$ cat config.mk
export PLATFORM = sky130hd
export DESIGN_NAME = mmio_uart_tx_flat
export DESIGN_NICKNAME = d
export VERILOG_FILES = /design/src/rtl/mmio_uart_tx_if.sv /design/src/rtl/mmio_uart_tx.sv /design/src/flat_wrapper.sv
export SDC_FILE = /design/constraint.sdc
export NUM_CORES = 1
export LEC_CHECK = 0
export BUFFER_PORTS_ARGS = -buffer_cell sky130_fd_sc_hd__buf_2
export CAP_MARGIN = 20
export CORE_UTILIZATION = 40
export CTS_CLUSTER_SIZE = 40
export DETAILED_ROUTE_END_ITERATION = 16
export SLEW_MARGIN = 20
export SYNTH_ARGS = -nofsm -noshare
export SYNTH_HDL_FRONTEND = slang
export SYNTH_SLANG_ARGS = --single-unit
$ cat constraint.sdc
create_clock -name clk_25mhz -period 3.9 [get_ports clk_25mhz]
set_input_delay 0.975 -clock clk_25mhz [delete_from_list [all_inputs] [get_ports clk_25mhz]]
set_output_delay 0.975 -clock clk_25mhz [all_outputs]
set_load 0.05 [all_outputs]
$ cat src/rtl/mmio_uart_tx_if.sv
// CPU-side register bus of the memory-mapped UART transmitter.
// The master drives a strobe-qualified access; the slave returns registered load data.
interface mmio_uart_tx_if;
  logic        sel;
  logic        addr;
  logic        write_en;
  logic        read_en;
  logic [31:0] wdata;
  logic [31:0] rdata;

  modport master (output sel, output addr, output write_en, output read_en,
                  output wdata, input rdata);
  modport slave  (input sel, input addr, input write_en, input read_en,
                  input wdata, output rdata);
endinterface

$ cat src/rtl/mmio_uart_tx.sv
// Memory-mapped UART transmitter: TXDATA pushes into a FIFO drained as 8N1 frames on tx.
// Define UART_PARITY_EN to insert an even-parity bit between the data bits and the stop bit.
module mmio_uart_tx #(
  parameter int CLKS_PER_BIT = 217,
  parameter int FIFO_DEPTH   = 16,
  parameter int CNT_W        = 5
) (
  input  logic           clk_25mhz,
  input  logic           reset_n,
  mmio_uart_tx_if.slave  bus,
  output logic           tx,
  output logic           irq_empty
);

  localparam int PTR_W = CNT_W - 1;

`ifdef UART_PARITY_EN
  typedef enum logic [2:0] {S_IDLE, S_START, S_DATA, S_PARITY, S_STOP} state_t;
`else
  typedef enum logic [2:0] {S_IDLE, S_START, S_DATA, S_STOP} state_t;
`endif

  logic [7:0]       r_mem [FIFO_DEPTH];
  logic [PTR_W-1:0] r_wptr;
  logic [PTR_W-1:0] r_rptr;
  logic [CNT_W-1:0] r_count;
  logic             r_overflow;
  state_t           r_state;
  logic [15:0]      r_baud;
  logic [2:0]       r_bit_idx;
  logic [7:0]       r_shift;
  logic             r_tx;
  logic             r_irq_empty;
  logic [31:0]      r_rdata;
`ifdef UART_PARITY_EN
  logic             r_parity;
`endif

  logic        w_full;
  logic        w_empty;
  logic        w_busy;
  logic        w_wr_data;
  logic        w_push;
  logic        w_drop;
  logic        w_pop;
  logic        w_rd;
  logic        w_rd_status;
  logic        w_bit_end;
  logic [31:0] w_status;
  logic        w_unused;

  assign w_full      = (r_count == CNT_W'(FIFO_DEPTH));
  assign w_empty     = (r_count == '0);
  assign w_busy      = (r_state != S_IDLE);
  assign w_wr_data   = bus.sel & bus.write_en & ~bus.addr;
  // Fullness is judged before any same-cycle pop, so a write to a full FIFO always drops.
  assign w_push      = w_wr_data & ~w_full;
  assign w_drop      = w_wr_data & w_full;
  assign w_pop       = (r_state == S_IDLE) & ~w_empty;
  assign w_rd        = bus.sel & bus.read_en;
  assign w_rd_status = w_rd & bus.addr;
  assign w_bit_end   = (r_baud == 16'(CLKS_PER_BIT - 1));
  assign w_unused    = ^bus.wdata[31:8];

  always_comb begin
    w_status              = '0;
    w_status[CNT_W-1:0]   = r_count;
    w_status[8]           = w_empty;
    w_status[9]           = w_full;
    w_status[10]          = w_busy;
    w_status[11]          = r_overflow;
  end

  always_ff @(posedge clk_25mhz) begin
    if (w_push) r_mem[r_wptr] <= bus.wdata[7:0];
  end

  always_ff @(posedge clk_25mhz) begin
    if (!reset_n) begin
      r_wptr     <= '0;
      r_rptr     <= '0;
      r_count    <= '0;
      r_overflow <= 1'b0;
    end else begin
      if (w_push) r_wptr <= r_wptr + 1'b1;
      if (w_pop)  r_rptr <= r_rptr + 1'b1;
      case ({w_push, w_pop})
        2'b10:   r_count <= r_count + 1'b1;
        2'b01:   r_count <= r_count - 1'b1;
        default: r_count <= r_count;
      endcase
      // A dropped write in the same cycle as a STATUS read keeps the flag set.
      if (w_drop)           r_overflow <= 1'b1;
      else if (w_rd_status) r_overflow <= 1'b0;
    end
  end

  always_ff @(posedge clk_25mhz) begin
    if (!reset_n) begin
      r_rdata     <= '0;
      r_irq_empty <= 1'b1;
    end else begin
      if (w_rd) r_rdata <= bus.addr ? w_status : 32'h0;
      r_irq_empty <= w_empty & ~w_busy;
    end
  end

  always_ff @(posedge clk_25mhz) begin
    if (!reset_n) begin
      r_state   <= S_IDLE;
      r_baud    <= '0;
      r_bit_idx <= '0;
      r_tx      <= 1'b1;
    end else begin
      case (r_state)
        S_IDLE: begin
          r_tx   <= 1'b1;
          r_baud <= '0;
          if (w_pop) begin
            r_shift <= r_mem[r_rptr];
`ifdef UART_PARITY_EN
            r_parity <= ^r_mem[r_rptr];
`endif
            r_state <= S_START;
            r_tx    <= 1'b0;
          end
        end
        S_START: begin
          if (w_bit_end) begin
            r_baud    <= '0;
            r_bit_idx <= '0;
            r_state   <= S_DATA;
            r_tx      <= r_shift[0];
            r_shift   <= r_shift >> 1;
          end else begin
            r_baud <= r_baud + 16'd1;
          end
        end
        S_DATA: begin
          if (w_bit_end) begin
            r_baud <= '0;
            if (r_bit_idx == 3'd7) begin
`ifdef UART_PARITY_EN
              r_state <= S_PARITY;
              r_tx    <= r_parity;
`else
              r_state <= S_STOP;
              r_tx    <= 1'b1;
`endif
            end else begin
              r_bit_idx <= r_bit_idx + 3'd1;
              r_tx      <= r_shift[0];
              r_shift   <= r_shift >> 1;
            end
          end else begin
            r_baud <= r_baud + 16'd1;
          end
        end
`ifdef UART_PARITY_EN
        S_PARITY: begin
          if (w_bit_end) begin
            r_baud  <= '0;
            r_state <= S_STOP;
            r_tx    <= 1'b1;
          end else begin
            r_baud <= r_baud + 16'd1;
          end
        end
`endif
        S_STOP: begin
          r_tx <= 1'b1;
          if (w_bit_end) begin
            r_baud  <= '0;
            r_state <= S_IDLE;
          end else begin
            r_baud <= r_baud + 16'd1;
          end
        end
        default: begin
          r_state <= S_IDLE;
          r_baud  <= '0;
          r_tx    <= 1'b1;
        end
      endcase
    end
  end

  assign tx        = r_tx;
  assign irq_empty = r_irq_empty;
  assign bus.rdata = r_rdata;

endmodule

$ cat src/flat_wrapper.sv
// flat-port wrapper written by rule: the top's interface ports become plain ports
module mmio_uart_tx_flat 
#(
  parameter int CLKS_PER_BIT = 217,
  parameter int FIFO_DEPTH   = 16,
  parameter int CNT_W        = 5
)
  (clk_25mhz, reset_n, tx, irq_empty, bus_sel, bus_addr, bus_write_en, bus_read_en, bus_wdata, bus_rdata);
  mmio_uart_tx_if bus_i ();
  input  logic clk_25mhz;
  input  logic reset_n;
  output logic tx;
  output logic irq_empty;
  input wire logic [$bits(bus_i.sel)-1:0] bus_sel;
  input wire logic [$bits(bus_i.addr)-1:0] bus_addr;
  input wire logic [$bits(bus_i.write_en)-1:0] bus_write_en;
  input wire logic [$bits(bus_i.read_en)-1:0] bus_read_en;
  input wire logic [$bits(bus_i.wdata)-1:0] bus_wdata;
  output wire logic [$bits(bus_i.rdata)-1:0] bus_rdata;
  assign bus_i.sel = bus_sel;
  assign bus_i.addr = bus_addr;
  assign bus_i.write_en = bus_write_en;
  assign bus_i.read_en = bus_read_en;
  assign bus_i.wdata = bus_wdata;
  assign bus_rdata = bus_i.rdata;
  mmio_uart_tx #(.CLKS_PER_BIT(CLKS_PER_BIT), .FIFO_DEPTH(FIFO_DEPTH), .CNT_W(CNT_W)) u_core (.clk_25mhz(clk_25mhz), .reset_n(reset_n), .bus(bus_i), .tx(tx), .irq_empty(irq_empty));
endmodule
After elaboration in Yosys (flattened, before gate mapping)
Memory sizes are Yosys's and may differ from the RTL's. A register that Yosys moved wholly into a read port is not among the register bits.
Index checks and enable logic that the tools add are counted.
Widths: inputs -> output; s select.
{"block": "word_totals", "mem_bits_rw": 128, "reg_bits": 78, "in_bits": 38, "n_memories": 1, "elab_cells": 86}
{"block": "classes", "eq_ne": 14, "n_bitwise": 14, "n_addsub": 6, "n_mux": 27, "n_reduce_logical": 13}
{"memory": "u_core.r_mem", "words": 16, "word_bits": 8, "rd": 1, "rd_clocked_by_memory_dff": 1, "write_ports": 1, "line_no": "mmio_uart_tx.sv:23", "text": "logic [7:0] r_mem [FIFO_DEPTH];"}
{"operator": "$mux 8", "count": 4}
{"operator": "$pmux 8 s3", "count": 1}
{"operator": "$mux 3", "count": 7}
{"operator": "$add 16x1->16 const B", "count": 1}
{"operator": "$eq 16x8->1 const B", "count": 1}
{"operator": "$mux 12", "count": 1}
{"operator": "$pmux 3 s4", "count": 1}
{"operator": "$ne 2x1->1 const B", "count": 5}
{"operator": "$pmux 5 s2", "count": 1}
{"operator": "$add 4x1->4 const B", "count": 2}
{"operator": "$and 1x1->1", "count": 8}
{"operator": "$mux 1", "count": 8}
{"operator": "$mux 4", "count": 2}
{"operator": "$eq 3x2->1 const B", "count": 2}
{"operator": "$not 1->1", "count": 6}
{"operator": "$pmux 3 s2", "count": 1}
{"operator": "$reduce_and 6->1", "count": 1}
{"operator": "$reduce_bool 2->1", "count": 3}
{"operator": "$reduce_bool 3->1", "count": 2}
{"operator": "$reduce_or 3->1", "count": 2}
{"operator": "$add 5x1->5 const B", "count": 1}
{"operator": "$eq 5x5->1 const B", "count": 1}
{"operator": "$logic_not 5->1", "count": 1}
{"operator": "$reduce_and 5->1", "count": 1}
{"operator": "other kinds (11)", "count": 11}

Depth between registers and ports, before layout
Gate-level depths: netlist of the first run.
{"block": "logic_depth", "ltp_word": 5, "ltp_mapped": 12, "mapped_depth_nobuf": 10}

Least setup slack after synthesis of the first run
OpenSTA, ideal clock, no wires.
{"block": "synth_timing", "path_kind": "input-to-reg", "start": "input bus_addr", "end": "register u_core.r_count[2]", "setup_slack_ns": 0.580, "n_path_buf": 2, "cell_stages": 12, "arrival_time_ns": 3.250, "path_cell_list": "buf_2 -> nand3b_1 -> a21oi_2 -> inv_1 -> ha_1 -> clkbuf_1 -> xor2_1 -> ha_1 -> a31oi_1 -> xor2_1 -> or3_1 -> a21oi_1"}
{"block": "synth_via", "elab_chain_cells": 5, "word_cells_on_any_way": 7, "cone_classes": "2 x eq/ne; 1 x mux; 3 x bitwise; 1 x reduce/logical"}
{"item": "from (decl)", "line_no": "flat_wrapper.sv:15", "text": "input wire logic [$bits(bus_i.addr)-1:0] bus_addr;"}
{"item": "$not 1->1 *", "line_no": "mmio_uart_tx.sv:55", "text": "assign w_wr_data = bus.sel & bus.write_en & ~bus.addr;"}
{"item": "$and 1x1->1 *", "line_no": "mmio_uart_tx.sv:55"}
{"item": "$and 1x1->1 *", "line_no": "mmio_uart_tx.sv:57", "text": "assign w_push = w_wr_data & ~w_full;"}
{"item": "$eq 2x1->1 or $eq 2x2->1 (tied branches)", "line_no": "mmio_uart_tx.sv:87", "text": "case ({w_push, w_pop})"}
{"item": "$pmux 5 s2 or $reduce_bool 2->1 (tied branches)"}
{"item": "to (signal assigned)", "line_no": "mmio_uart_tx.sv:88", "text": "2'b10: r_count <= r_count + 1'b1;"}
{"item": "to (signal assigned)", "line_no": "mmio_uart_tx.sv:89", "text": "2'b01: r_count <= r_count - 1'b1;"}
{"item": "to (signal assigned)", "line_no": "mmio_uart_tx.sv:90", "text": "default: r_count <= r_count;"}
{"item": "to (decl)", "line_no": "mmio_uart_tx.sv:26", "text": "logic [CNT_W-1:0] r_count;"}
Every way passes the cells marked *; elsewhere a longest branch is shown, timed or not.
A chain may end at the register's enable or synchronous reset.

Final worst setup path of the first run
{"block": "layout_timing", "start": "register u_core.r_state[0]", "end": "register u_core.r_count[2]"}
{"block": "layout_via", "elab_chain_cells": 4, "word_cells_on_any_way": 6, "cone_classes": "2 x eq/ne; 1 x mux; 1 x bitwise; 2 x reduce/logical"}
{"item": "from (decl)", "line_no": "mmio_uart_tx.sv:28", "text": "state_t r_state;"}
{"item": "from (signal assigned)", "line_no": "mmio_uart_tx.sv:110", "text": "r_state <= S_IDLE;"}
{"item": "from (signal assigned)", "line_no": "mmio_uart_tx.sv:124", "text": "r_state <= S_START;"}
{"item": "from (signal assigned)", "line_no": "mmio_uart_tx.sv:132", "text": "r_state <= S_DATA;"}
{"item": "$logic_not 3->1 *", "line_no": "mmio_uart_tx.sv:59", "text": "assign w_pop = (r_state == S_IDLE) & ~w_empty;"}
{"item": "$and 1x1->1 *", "line_no": "mmio_uart_tx.sv:59"}
{"item": "net u_core.w_pop", "line_no": "mmio_uart_tx.sv:45", "text": "logic w_pop;"}
{"item": "$eq 2x1->1 or $eq 2x2->1 (tied branches)", "line_no": "mmio_uart_tx.sv:87"}
{"item": "$pmux 5 s2 or $reduce_bool 2->1 (tied branches)"}
The timed path passes the listed nets; every way through them passes the cells marked *.

==> results_dict.tcl, run 1 <==
set metrics [dict create \
    run_status "finished clean" \
    worstPathArrival_ns 3.45 \
    cts_made_buffers 17 \
    placed_cells_incl_taps 816 \
    drt-wirelength-per-cell_um 16.8 \
    layoutNonFillerInstCount 848 \
    critPathRequiredTime_ns 4.24 \
    cts.clk_slew.worst_paths_ns 0.07 \
    postSynthRegisterBits 186 \
    drtPass1Iterations 4 \
    ys_seq_area_share_pct 64.9 \
    finalHoldViolations 0 \
    grt_max_degree 32 \
    insertion_delay_ns 0.43 \
    drive_gt1_share_pct 20.1 \
    syn-instance-count 539 \
    vias_per_cell 5.03 \
    clock_sinks 186 \
    cpMaxStageDelayCell "sky130_fd_sc_hd__ha_1" \
    dominant_cell_type_by_count_on_the_critical_path "sky130_fd_sc_hd__ha_1" \
    area.growth.synth_to_final_pct 12.2 \
    grt_overflow_total 0 \
    critPathLaunch "u_core.r_state[0]" \
    gr-usage-met3_pct 4.27 \
    ws_path_type "reg2reg" \
    final-setup-viol-count 0 \
    synth_area_leader_cell "sky130_fd_sc_hd__edfxtp_1" \
    worst-slew-pin-transition_ns 0.907 \
    capturing_element_type_of_the_critical_path "flip-flop" \
    grt_pass1_vias 4245 \
    die_area_sq_mm 0.0201 \
    htree_levels 4 \
    synthDistinctLibCells 51 \
    groute.layer.met1.usage_pct 18.6 \
    tns_ns 0 \
    post-synth-top-area-fraction_pct 52.1 \
    die_h_um 142 \
    hold_bufs_at_cts 0 \
    r2r_setup_slk_ns 0.79 \
    grt_use_met2_pct 26.4 \
    routed-via-count 4267 \
    crit-reg2reg-launch "u_core.r_state[0]" \
    setup_skew_ns 0.0113 \
    tritoncts "yes" \
    grt_antenna_before_repair 0 \
    post_synth.cell_area_avg_sq_um 14.5 \
    cts_max_path_buffers 2 \
    pin_count 72 \
    final_net_count 629 \
    synth.area.top_cells "sky130_fd_sc_hd__edfxtp_1 52%, sky130_fd_sc_hd__dfxtp_1 13%, sky130_fd_sc_hd__mux4_2 8.0%, sky130_fd_sc_hd__nor2_1 2.9%, sky130_fd_sc_hd__ha_1 2.6%" \
    grt_first_pass_wirelength_um 22600 \
    hold_path_class "reg2reg" \
    worst_r2r_endpoint "u_core.r_count[2]" \
    die_width_um 142 \
    number_of_enable_type_register_cells_in_the_synthesized_netlist 136 \
    gr-usage-all-layers_pct 15.3 \
    share_of_synthesized_flip_flops_with_an_asynchronous_set_or_reset_pct 0 \
    biggest_fanout_along_the_worst_timing_path 12 \
    slew_viol_final 0 \
    vdd_ir_drop_max_mv 0.355 \
    power.density_mw_per_mm2 602 \
    hpwl_um 9440 \
    fp.coreArea_sq_mm 0.0190 \
    number_of_drc_violations_after_detailed_routing 0 \
    final_min_period_over_clock_period_pct 79.6 \
    r2r_cells 10 \
    static-leakage-power_nw 2.97 \
    syn_area_sq_mm 0.00783 \
    min-delay-start "u_core.bus.rdata[11]" \
    cts_post_setup_buffers_inserted 0 \
    antenna_left 0 \
    timing_limited_maximum_frequency_mhz 322 \
    diodes 0 \
    cts_repair_resize_count 0 \
    cpPeakStageDelay_ns 0.50 \
    timing.max_cap.violations 0 \
    worst_setup_path_endpoint "u_core.r_count[2]" \
    worst_slew_slack_as_a_fraction_of_its_limit_pct 39.5 \
    fillCellCount 1643 \
    port_buffers 24 \
    clockRootBuffer "sky130_fd_sc_hd__clkbuf_16" \
    cp_cell_sequence "inv_1 -> ha_1 -> a21boi_1 -> ha_1 -> xor2_1 -> ha_1 -> a31oi_1 -> xor2_1 -> or3_1 -> a21oi_1" \
    grt-busiest-layer "met2" \
    fin_crit_ns 3.11 \
    rsz0062_at_grt "false" \
    start_kind "flip-flop" \
    start_util_pct 41.3 \
    finalWirelength_um 14200 \
    fp-row-count 50 \
    drt_first_iter_violations 248 \
    ys.flop_type "sky130_fd_sc_hd__edfxtp_1" \
    yosysWarningCount 0 \
    place_congestion 0.788 \
]
-- area by class of cell --
class                           instances  area (sq um)  area share [%]
Multi-Input combinational cell        315          2490            28.4
Timing Repair Buffer                   43           263            2.99
Tap cell                              260           325            3.70
Clock buffer                           18           429            4.88
Clock inverter                         14           149            1.69
Sequential cell                       186          5090            57.9
Inverter                               12          45.0           0.512
-- how the worst min path moves through the flow --
stage | end | cells after the start
detailed placement | u_core.bus.rdata[0] | 2
finish | u_core.bus.rdata[11] | 2
floorplan | u_core.r_baud[0] | 1
global placement | u_core.bus.rdata[1] | 2
CTS | u_core.bus.rdata[0] | 2
global route | u_core.bus.rdata[10] | 2
-- worst max-delay path, delay by kind of cell, from the launching register on --
family                   cells  cell delay [ns]
AO/OA/AOI/OAI                3             0.93
flip-flops                   1             0.35
adder cells (fa/ha/maj)      3             1.07
buffers and inverters        1             0.10
AND/OR/NAND/NOR              1             0.32
XOR/XNOR                     2             0.25
-- registers in the layout, summed over array words and instances (netlist names), named ones only --
signal and count:
u_core.irq_empty 1, u_core.r_baud 16, u_core.r_mem 128, u_core.r_overflow 1, u_core.r_bit_idx 3, u_core.r_wptr 4, u_core.bus.rdata 9, u_core.r_state 2
u_core.r_shift 8, u_core.r_count 5, u_core.r_rptr 4, u_core.tx 1
-- cell usage after synthesis (all sizes together), types with 2 or more instances --
library cell,number
a21o,2
nand4,3
edfxtp,136
o22ai,7
ha,16
clkbuf,17
a22oi,2
nor3b,3
nor2b,4
nand2b,5
nand3b,3
and2,2
nor3,9
and3,9
nor2,60
a211oi,2
xnor2,9
nor4,3
inv,12
nand3,15
mux2,7
dfxtp,50
mux2i,11
or3,3
xor2,14
buf,31
a21oi,27
nand2,27
mux4,33
o21ai,6
-- per-stage QoR --
stage / utilization (%) / hold slack [ns] / power [mW] / setup slack [ns] / area [sq um]
floorplan: - / 0.430 / 3.44 / 0.580 / 7920
global placement: 43.3 / 0.443 / 3.66 / 0.636 / 8210
detailed placement: 43.3 / 0.450 / 3.69 / 0.581 / 8210
CTS: 46.4 / 0.460 / 5.35 / 0.819 / 8790
global route: 46.4 / 0.488 / 5.56 / 0.549 / 8790
finish: 46.4 / 0.457 / 5.30 / 0.794 / 8790
-- report_power, final --
part,switching (mW),total [mW],internal (mW)
clock network,0.801,1.66,0.856
registers,0.175,2.45,2.27
logic,0.650,1.19,0.544
total,1.63,5.30,3.67
-- cell families (layout without fill, tap and decap cells) --
| logic type | Yosys count | count (layout) | synth area share [%] |
|---|---|---|---|
| xor gates and xnor gates | 23 | 23 | 2.57 |
| AOI/OAI and AO/OA | 54 | 54 | 4.22 |
| buffers and inverters | 60 | 87 | 4.33 |
| other | 1 | 23 | 0.0479 |
| DFF | 186 | 186 | 64.9 |
| and+or+nand+nor | 148 | 148 | 9.23 |
| adders and majority gates | 16 | 16 | 2.56 |
| muxes | 51 | 51 | 12.1 |
-- cell usage in the layout (no fill, tap or decap), drive strengths merged, types with 3 or more instances in the layout --
| master | instances |
|---|---|
| edfxtp | 136 |
| nor4 | 3 |
| nand3 | 15 |
| dfxtp | 50 |
| or3 | 3 |
| and3 | 9 |
| nor2b | 4 |
| o21ai | 6 |
| nand3b | 3 |
| xnor2 | 9 |
| a21oi | 27 |
| clkinv | 4 |
| nor2 | 60 |
| nand2 | 27 |
| nor3 | 9 |
| xor2 | 14 |
| o22ai | 7 |
| inv | 19 |
| clkinvlp | 3 |
| nand4 | 3 |
| buf | 43 |
| nand2b | 5 |
| nor3b | 3 |
| mux2 | 7 |
| ha | 16 |
| mux4 | 33 |
| clkbuf | 18 |
| conb | 23 |
| mux2i | 11 |
-- layer usage --
metal | up-vias | wire, um
li1 | 2032 | -
met1 | 2142 | 6120
met2 | 83 | 7290
met3 | 10 | 700
met4 | 0 | 128
met5 | - | 0
No activity file was read; power rests on OpenSTA's default activity.
==> run 2, diff against run 1 <==
--- a/config.mk
+++ b/config.mk
@@ -5,6 +5,7 @@
 export SDC_FILE = /design/constraint.sdc
 export NUM_CORES = 1
 export LEC_CHECK = 0
+export ABC_AREA = 1
 export BUFFER_PORTS_ARGS = -buffer_cell sky130_fd_sc_hd__buf_2
 export CAP_MARGIN = 20
 export CORE_UTILIZATION = 40
==> constraint.sdc (replaced) <==
create_clock -name clk_25mhz -period 2.7 [get_ports clk_25mhz]
set_input_delay 0.675 -clock clk_25mhz [delete_from_list [all_inputs] [get_ports clk_25mhz]]
set_output_delay 0.675 -clock clk_25mhz [all_outputs]
set_load 0.05 [all_outputs]
==> run 2 against run 1 <==
- clock power grew 45%
- flip-flop and latch count stayed put
- register-to-register slack worse by 0.24 ns
- clock-buffer cell count stayed put
- sequential share of layout area down 1.1 points
- setup slack worse by 0.24 ns
- critical endpoint is now u_core.r_count[4]
==> results_dict.tcl, run 2 <==
set metrics [dict create \
    run_status "finished clean" \
    share_of_synthesized_flip_flops_with_an_asynchronous_set_or_reset_pct 0 \
    final-setup-viol-count 0 \
    final_net_count 838 \
    drive_gt1_share_pct 12.8 \
    timing.max_cap.violations 0 \
    worst_slew_slack_as_a_fraction_of_its_limit_pct 54.4 \
    layoutNonFillerInstCount 1062 \
    final_min_period_over_clock_period_pct 79.5 \
    tritoncts "yes" \
    critPathRequiredTime_ns 3.02 \
    power.density_mw_per_mm2 898 \
    hold_path_class "reg2reg" \
    power.clock.fraction_pct 30.0 \
    cts_post_setup_buffers_inserted 0 \
    htree_levels 4 \
    cpMaxStageDelayCell "sky130_fd_sc_hd__dfxtp_1" \
    postSynthRegisterBits 186 \
    yosysWarningCount 0 \
    syn-instance-count 746 \
    cpPeakStageDelay_ns 0.39 \
    yosysMostFrequentCell "sky130_fd_sc_hd__edfxtp_1" \
    insertion_delay_ns 0.43 \
    post_synth.cell_area_avg_sq_um 10.7 \
    finalHoldViolations 0 \
    number_of_enable_type_register_cells_in_the_synthesized_netlist 136 \
    dominant_cell_type_by_count_on_the_critical_path "sky130_fd_sc_hd__nand2_2" \
    cp_cell_sequence "nor2_2 -> nand3_2 -> nand2_2 -> inv_4 -> ha_1 -> xor2_1 -> ha_1 -> inv_1 -> nand2_2 -> nand2_2 -> nand3_1 -> nand2_1 -> nor2_1 -> nor2_1" \
    drtPass1Iterations 4 \
    timing_limited_maximum_frequency_mhz 466 \
    power_switching_share_pct 33.9 \
    grt_overflow_total 0 \
    place_congestion 0.820 \
    switchingPower_mw 2.73 \
    totalPowerFinal_mw 8.05 \
    vdd_ir_drop_max_mv 0.539 \
    tns_ns 0 \
    synth_area_leader_cell "sky130_fd_sc_hd__edfxtp_1" \
    hpwl_um 10400 \
    ys_seq_area_share_pct 63.9 \
    setup_skew_ns 0.00717 \
    static-leakage-power_nw 3.27 \
    comb_power_share_pct 27.5 \
    fin_crit_ns 2.15 \
    vias_per_cell 5.04 \
    die_width_um 143 \
    finish.instance_area_sq_mm 0.00897 \
    placed_cells_incl_taps 1030 \
    clock_sinks 186 \
    area.growth.synth_to_final_pct 12.7 \
    pin_count 72 \
    drt-wirelength-per-cell_um 15.6 \
    synth.area.top_cells "sky130_fd_sc_hd__edfxtp_1 51%, sky130_fd_sc_hd__dfxtp_1 13%, sky130_fd_sc_hd__nor2_1 6.4%, sky130_fd_sc_hd__o21ai_0 4.9%, sky130_fd_sc_hd__nand2_1 4.0%" \
    cts_max_path_buffers 2 \
    cts_made_buffers 17 \
    ws_path_type "reg2reg" \
    mostFrequentLayoutCell "sky130_fd_sc_hd__edfxtp_1" \
    start_util_pct 40.9 \
    ys.flop_type "sky130_fd_sc_hd__edfxtp_1" \
    die_h_um 143 \
    start_kind "flip-flop" \
    seqPwrFrac_pct 42.5 \
    synthDistinctLibCells 43 \
    grt_first_pass_wirelength_um 26500 \
    capturing_element_type_of_the_critical_path "flip-flop" \
    clockRootBuffer "sky130_fd_sc_hd__clkbuf_16" \
    number_of_drc_violations_after_detailed_routing 0 \
    syn_area_sq_mm 0.00796 \
    port_buffers 24 \
    commonest_cells_in_the_netlist "136 x sky130_fd_sc_hd__edfxtp_1, 135 x sky130_fd_sc_hd__nor2_1, 84 x sky130_fd_sc_hd__nand2_1, 78 x sky130_fd_sc_hd__o21ai_0, 50 x sky130_fd_sc_hd__dfxtp_1" \
    grt_antenna_before_repair 0 \
    grt_max_degree 67 \
    grt_pass1_vias 5090 \
    cts.clk_slew.worst_paths_ns 0.07 \
    worstPathArrival_ns 2.47 \
    fp-row-count 51 \
    gr-usage-all-layers_pct 17.4 \
    routed-via-count 5352 \
    antenna_left 0 \
    slew_viol_final 0 \
    worst-slew-pin-transition_ns 0.683 \
    hold_bufs_at_cts 0 \
    most-common-layout-cells "136 x sky130_fd_sc_hd__edfxtp_1, 135 x sky130_fd_sc_hd__nor2_1, 84 x sky130_fd_sc_hd__nand2_1, 78 x sky130_fd_sc_hd__o21ai_0, 49 x sky130_fd_sc_hd__dfxtp_1" \
    rsz0062_at_grt "false" \
    placed_instance_area_sq_mm 0.00839 \
    die_area_sq_mm 0.0205 \
    biggest_fanout_along_the_worst_timing_path 9 \
    cts_repair_resize_count 0 \
    final_util_pct 46.1 \
    regMostFlops "u_core.r_mem" \
    fp.coreArea_sq_mm 0.0195 \
    largest_register_ff_count 128 \
    finalWirelength_um 16600 \
    drt_first_iter_violations 371 \
    post-synth-top-area-fraction_pct 51.3 \
    r2r_setup_slk_ns 0.55 \
    p_int_mw 5.32 \
    diodes 0 \
]
-- run 2: cell count changes after synthesis, sizes merged, moves of 6 or more --
cell    before  now
mux2         7    0
nand4        3    9
and3         9    0
nor2        60  139
nand2       27   90
mux4        33    0
inv         12   48
mux2i       11    0
o221ai       0   21
xnor2        9    2
o21ai        6   84
nand3       15   30
-- run 2: critical path: cells and delay by family (launching register included) --
family,cells,cell delay (ns)
xor+xnor,1,0.20
buf+inv,2,0.12
simple gates,9,0.88
fa+ha+maj,2,0.46
flops,1,0.39
-- run 2: cell type report --
class / count / area (sq um)
Fill cell: 1759 / 10500
Sequential cell: 186 / 5090
Multi-Input combinational cell: 482 / 2470
Clock buffer: 18 / 429
Tap cell: 265 / 332
Timing Repair Buffer: 48 / 313
Inverter: 49 / 186
Clock inverter: 14 / 145
-- run 2: power groups by stage --
stage,Clock [mW],Combinational (mW),Sequential (mW)
finish,2.41,2.21,3.42
global route,2.56,2.51,3.45
CTS,2.46,2.23,3.42
detailed placement,0,2.22,3.48
global placement,0,2.20,3.48
floorplan,0,1.62,3.50
-- run 2: logic make-up (layout without fill, tap and decap cells) --
logic type,after synthesis,after routing,share of synthesized area (%)
buffers and inverters,100,129,6.01
AND/OR/NAND/NOR,284,284,15.5
XOR/XNOR,11,11,1.21
other,1,23,0.0471
adder cells (fa/ha/maj),16,16,2.52
flip-flops,186,186,63.9
AO/OA/AOI/OAI,148,148,10.8
-- run 2: stage by stage --
step                setup slack, ns  hold slack (ns)
floorplan                     0.529            0.430
global route                  0.324            0.493
global placement              0.331            0.442
CTS                           0.541            0.466
detailed placement            0.311            0.452
finish                        0.553            0.462
-- run 2: final timing paths --
check | endpoint | cells past startpoint | startpoint
max reg2reg | u_core.r_count[4] | 14 | u_core.r_count[1]
max | u_core.r_count[4] | 14 | u_core.r_count[1]
min reg2reg | u_core.r_baud[0] | 1 | u_core.r_baud[0]
min | u_core.r_baud[0] | 1 | u_core.r_baud[0]
-- run 2: routing by layer --
metal	share of wire [%]	up-vias	GRT usage, %
li1	-	2640	-
met1	46	2552	22.8
met2	47	141	28.6
met3	4.9	19	3.39
met4	1.6	0	6.45
met5	0	-	0
==> run 3, diff against run 2 <==
--- a/config.mk
+++ b/config.mk
@@ -5,7 +5,7 @@
 export SDC_FILE = /design/constraint.sdc
 export NUM_CORES = 1
 export LEC_CHECK = 0
-export ABC_AREA = 1
+export ABC_AREA = 0
 export BUFFER_PORTS_ARGS = -buffer_cell sky130_fd_sc_hd__buf_2
 export CAP_MARGIN = 20
 export CORE_UTILIZATION = 40
==> constraint.sdc (replaced) <==
create_clock -name clk_25mhz -period 1.9 [get_ports clk_25mhz]
set_input_delay 0.475 -clock clk_25mhz [delete_from_list [all_inputs] [get_ports clk_25mhz]]
set_output_delay 0.475 -clock clk_25mhz [all_outputs]
set_load 0.05 [all_outputs]
==> run 3 against run 2 <==
- the run now ends with setup timing left
- core utilization is 6.0 points higher
- non-clock buffer count is 60 higher
- cell count is 14% lower
- clock-buffer cell count is 1 lower
- die area is 1.5% lower
- maximum frequency is 0.93% lower
- sequential power is 41% higher
- clock power is 45% higher
- combinational power is 76% higher
- critical endpoint is now u_core.r_count[2]
- largest power group unchanged
- highest routed layer is now met5
==> results_dict.tcl, run 3 (same netlist as run 1, synthesis figures left out) <==
set metrics [dict create \
    grt_antenna_before_repair 1 \
    area.growth.synth_to_final_pct 25.9 \
    port_buffers 24 \
    antenna_left 0 \
    fp-row-count 50 \
    hold-path-cell-count 2 \
    diodes 0 \
    layoutNonFillerInstCount 913 \
    grt_pass1_vias 4665 \
    final_min_period_over_clock_period_pct 114 \
    insertion_delay_ns 0.44 \
    hpwl_um 10900 \
    number_of_drc_violations_after_detailed_routing 0 \
    gr-usage-all-layers_pct 17.3 \
    hold_path_class "in2reg" \
    biggest_fanout_along_the_worst_timing_path 3 \
    pre_cts_ws_ns -0.352 \
    setup_skew_ns 0.0181 \
    grt_first_pass_wirelength_um 25400 \
    cts_max_path_buffers 2 \
    drtPass1Iterations 4 \
    violations "setup timing" \
    final-setup-viol-count 4 \
    routed-via-count 4594 \
    die_area_sq_mm 0.0201 \
    fp.coreArea_sq_mm 0.0190 \
    critPathRequiredTime_ns 2.26 \
    hold_bufs_at_cts 0 \
    drive_gt1_share_pct 35.4 \
    ws_path_type "reg2reg" \
    start_kind "flip-flop" \
    regMostFlops "u_core.r_mem" \
    cts.clk_slew.worst_paths_ns 0.08 \
    worst_slack_ns -0.267 \
    placed_instance_area_sq_mm 0.00891 \
    most-common-layout-cells "136 x sky130_fd_sc_hd__edfxtp_1, 58 x sky130_fd_sc_hd__buf_4, 47 x sky130_fd_sc_hd__nor2_1, 43 x sky130_fd_sc_hd__dfxtp_1, 30 x sky130_fd_sc_hd__mux4_2" \
    grt_overflow_total 0 \
    fin_crit_ns 2.17 \
    cts_made_buffers 17 \
    run_status "finished, violations left" \
    clock_sinks 186 \
    pin_count 72 \
    r2r_setup_slk_ns -0.27 \
    tritoncts "yes" \
    crit-reg2reg-launch "u_core.r_count[3]" \
    vdd_ir_drop_max_mv 0.750 \
    mostFrequentLayoutCell "sky130_fd_sc_hd__edfxtp_1" \
    drt-wirelength-per-cell_um 17.6 \
    placed_cells_incl_taps 862 \
    start_util_pct 41.3 \
    min-delay-start "reset_n" \
    drt_first_iter_violations 279 \
    place_congestion 0.848 \
    final_net_count 694 \
    r2r_cells 11 \
    htree_levels 4 \
    hold_end "u_core.tx" \
    finalHoldViolations 0 \
    timing.max_cap.violations 0 \
    static-leakage-power_nw 3.42 \
    worst_slew_slack_as_a_fraction_of_its_limit_pct 54.8 \
    die_h_um 142 \
    tns_ns -0.609 \
    capturing_element_type_of_the_critical_path "flip-flop" \
    grt_max_degree 30 \
    finish.instance_area_sq_mm 0.00986 \
    finalWirelength_um 16000 \
    slew_viol_final 0 \
    clockRootBuffer "sky130_fd_sc_hd__clkbuf_16" \
    worstPathArrival_ns 2.53 \
    die_width_um 142 \
    vias_per_cell 5.03 \
    worst_r2r_endpoint "u_core.r_count[2]" \
    power.density_mw_per_mm2 1240 \
    totalPowerFinal_mw 12.2 \
    rsz0062_at_grt "true" \
    largest_register_ff_count 128 \
    worst-slew-pin-transition_ns 0.675 \
    timing_limited_maximum_frequency_mhz 461 \
]
## run 3: area by class of cell
class / instances / area, sq um
timing repair buffer: 108 / 976
clock inverter: 15 / 164
tap: 260 / 325
inverter: 12 / 45.0
fill: 1547 / 9090
sequential: 186 / 5100
multi-input combinational: 315 / 2830
clock buffer: 17 / 425
## run 3: worst max-delay path, stage by stage (launching register included)
cell and delay [ns]:
sky130_fd_sc_hd__dfxtp_2 0.33, sky130_fd_sc_hd__nor4_4 0.34, sky130_fd_sc_hd__buf_4 0.19, sky130_fd_sc_hd__a21oi_4 0.06, sky130_fd_sc_hd__inv_2 0.06, sky130_fd_sc_hd__ha_4 0.12, sky130_fd_sc_hd__xor2_1 0.15, sky130_fd_sc_hd__ha_2 0.21
sky130_fd_sc_hd__a31oi_4 0.04, sky130_fd_sc_hd__xor2_1 0.15, sky130_fd_sc_hd__or3_1 0.31, sky130_fd_sc_hd__a21oi_1 0.14
## run 3: routing by layer
layer | vias to the layer above | global-route usage (%) | wire [um]
li1 | 2165 | - | -
met1 | 2305 | 21.5 | 6730
met2 | 106 | 28.8 | 8410
met3 | 16 | 4.17 | 672
met4 | 2 | 7.36 | 219
met5 | - | 0 | 13
## run 3: power by group
part / leakage [nW] / internal [mW] / switching (mW) / total, mW
Combinational: 1.50 / 1.92 / 1.96 / 3.89
Sequential: 1.63 / 4.67 / 0.151 / 4.82
Clock: 0.286 / 1.77 / 1.73 / 3.49
Total: 3.42 / 8.36 / 3.84 / 12.2
## run 3: worst max-delay path by stage
stage                            startpoint                 to  slack (ns)  cells after the start
after floorplan                    bus_addr  u_core.r_count[2]       -0.69                     12
after global placement             bus_addr  u_core.r_count[2]       -0.32                     11
after detailed placement           bus_addr  u_core.r_count[2]       -0.35                     11
after CTS                 u_core.r_count[2]  u_core.r_count[2]       -0.29                     11
after global routing      u_core.r_count[3]  u_core.r_count[2]       -0.36                     11
final                     u_core.r_count[3]  u_core.r_count[2]       -0.27                     11
## run 3: repair_timing
action,4_1_cts,5_1_grt
resized for setup,21,34
endpoints found under the setup margin,16,37
gates cloned,1,0
pin swaps,8,17
setup buffers,13,6
## run 3: metrics by stage
stage                     hold slack [ns]  util [%]
after floorplan                     0.430         -
after global placement              0.437      47.0
after detailed placement            0.452      47.0
after CTS                           0.326      51.1
after global routing                0.336      52.0
final                               0.359      52.0
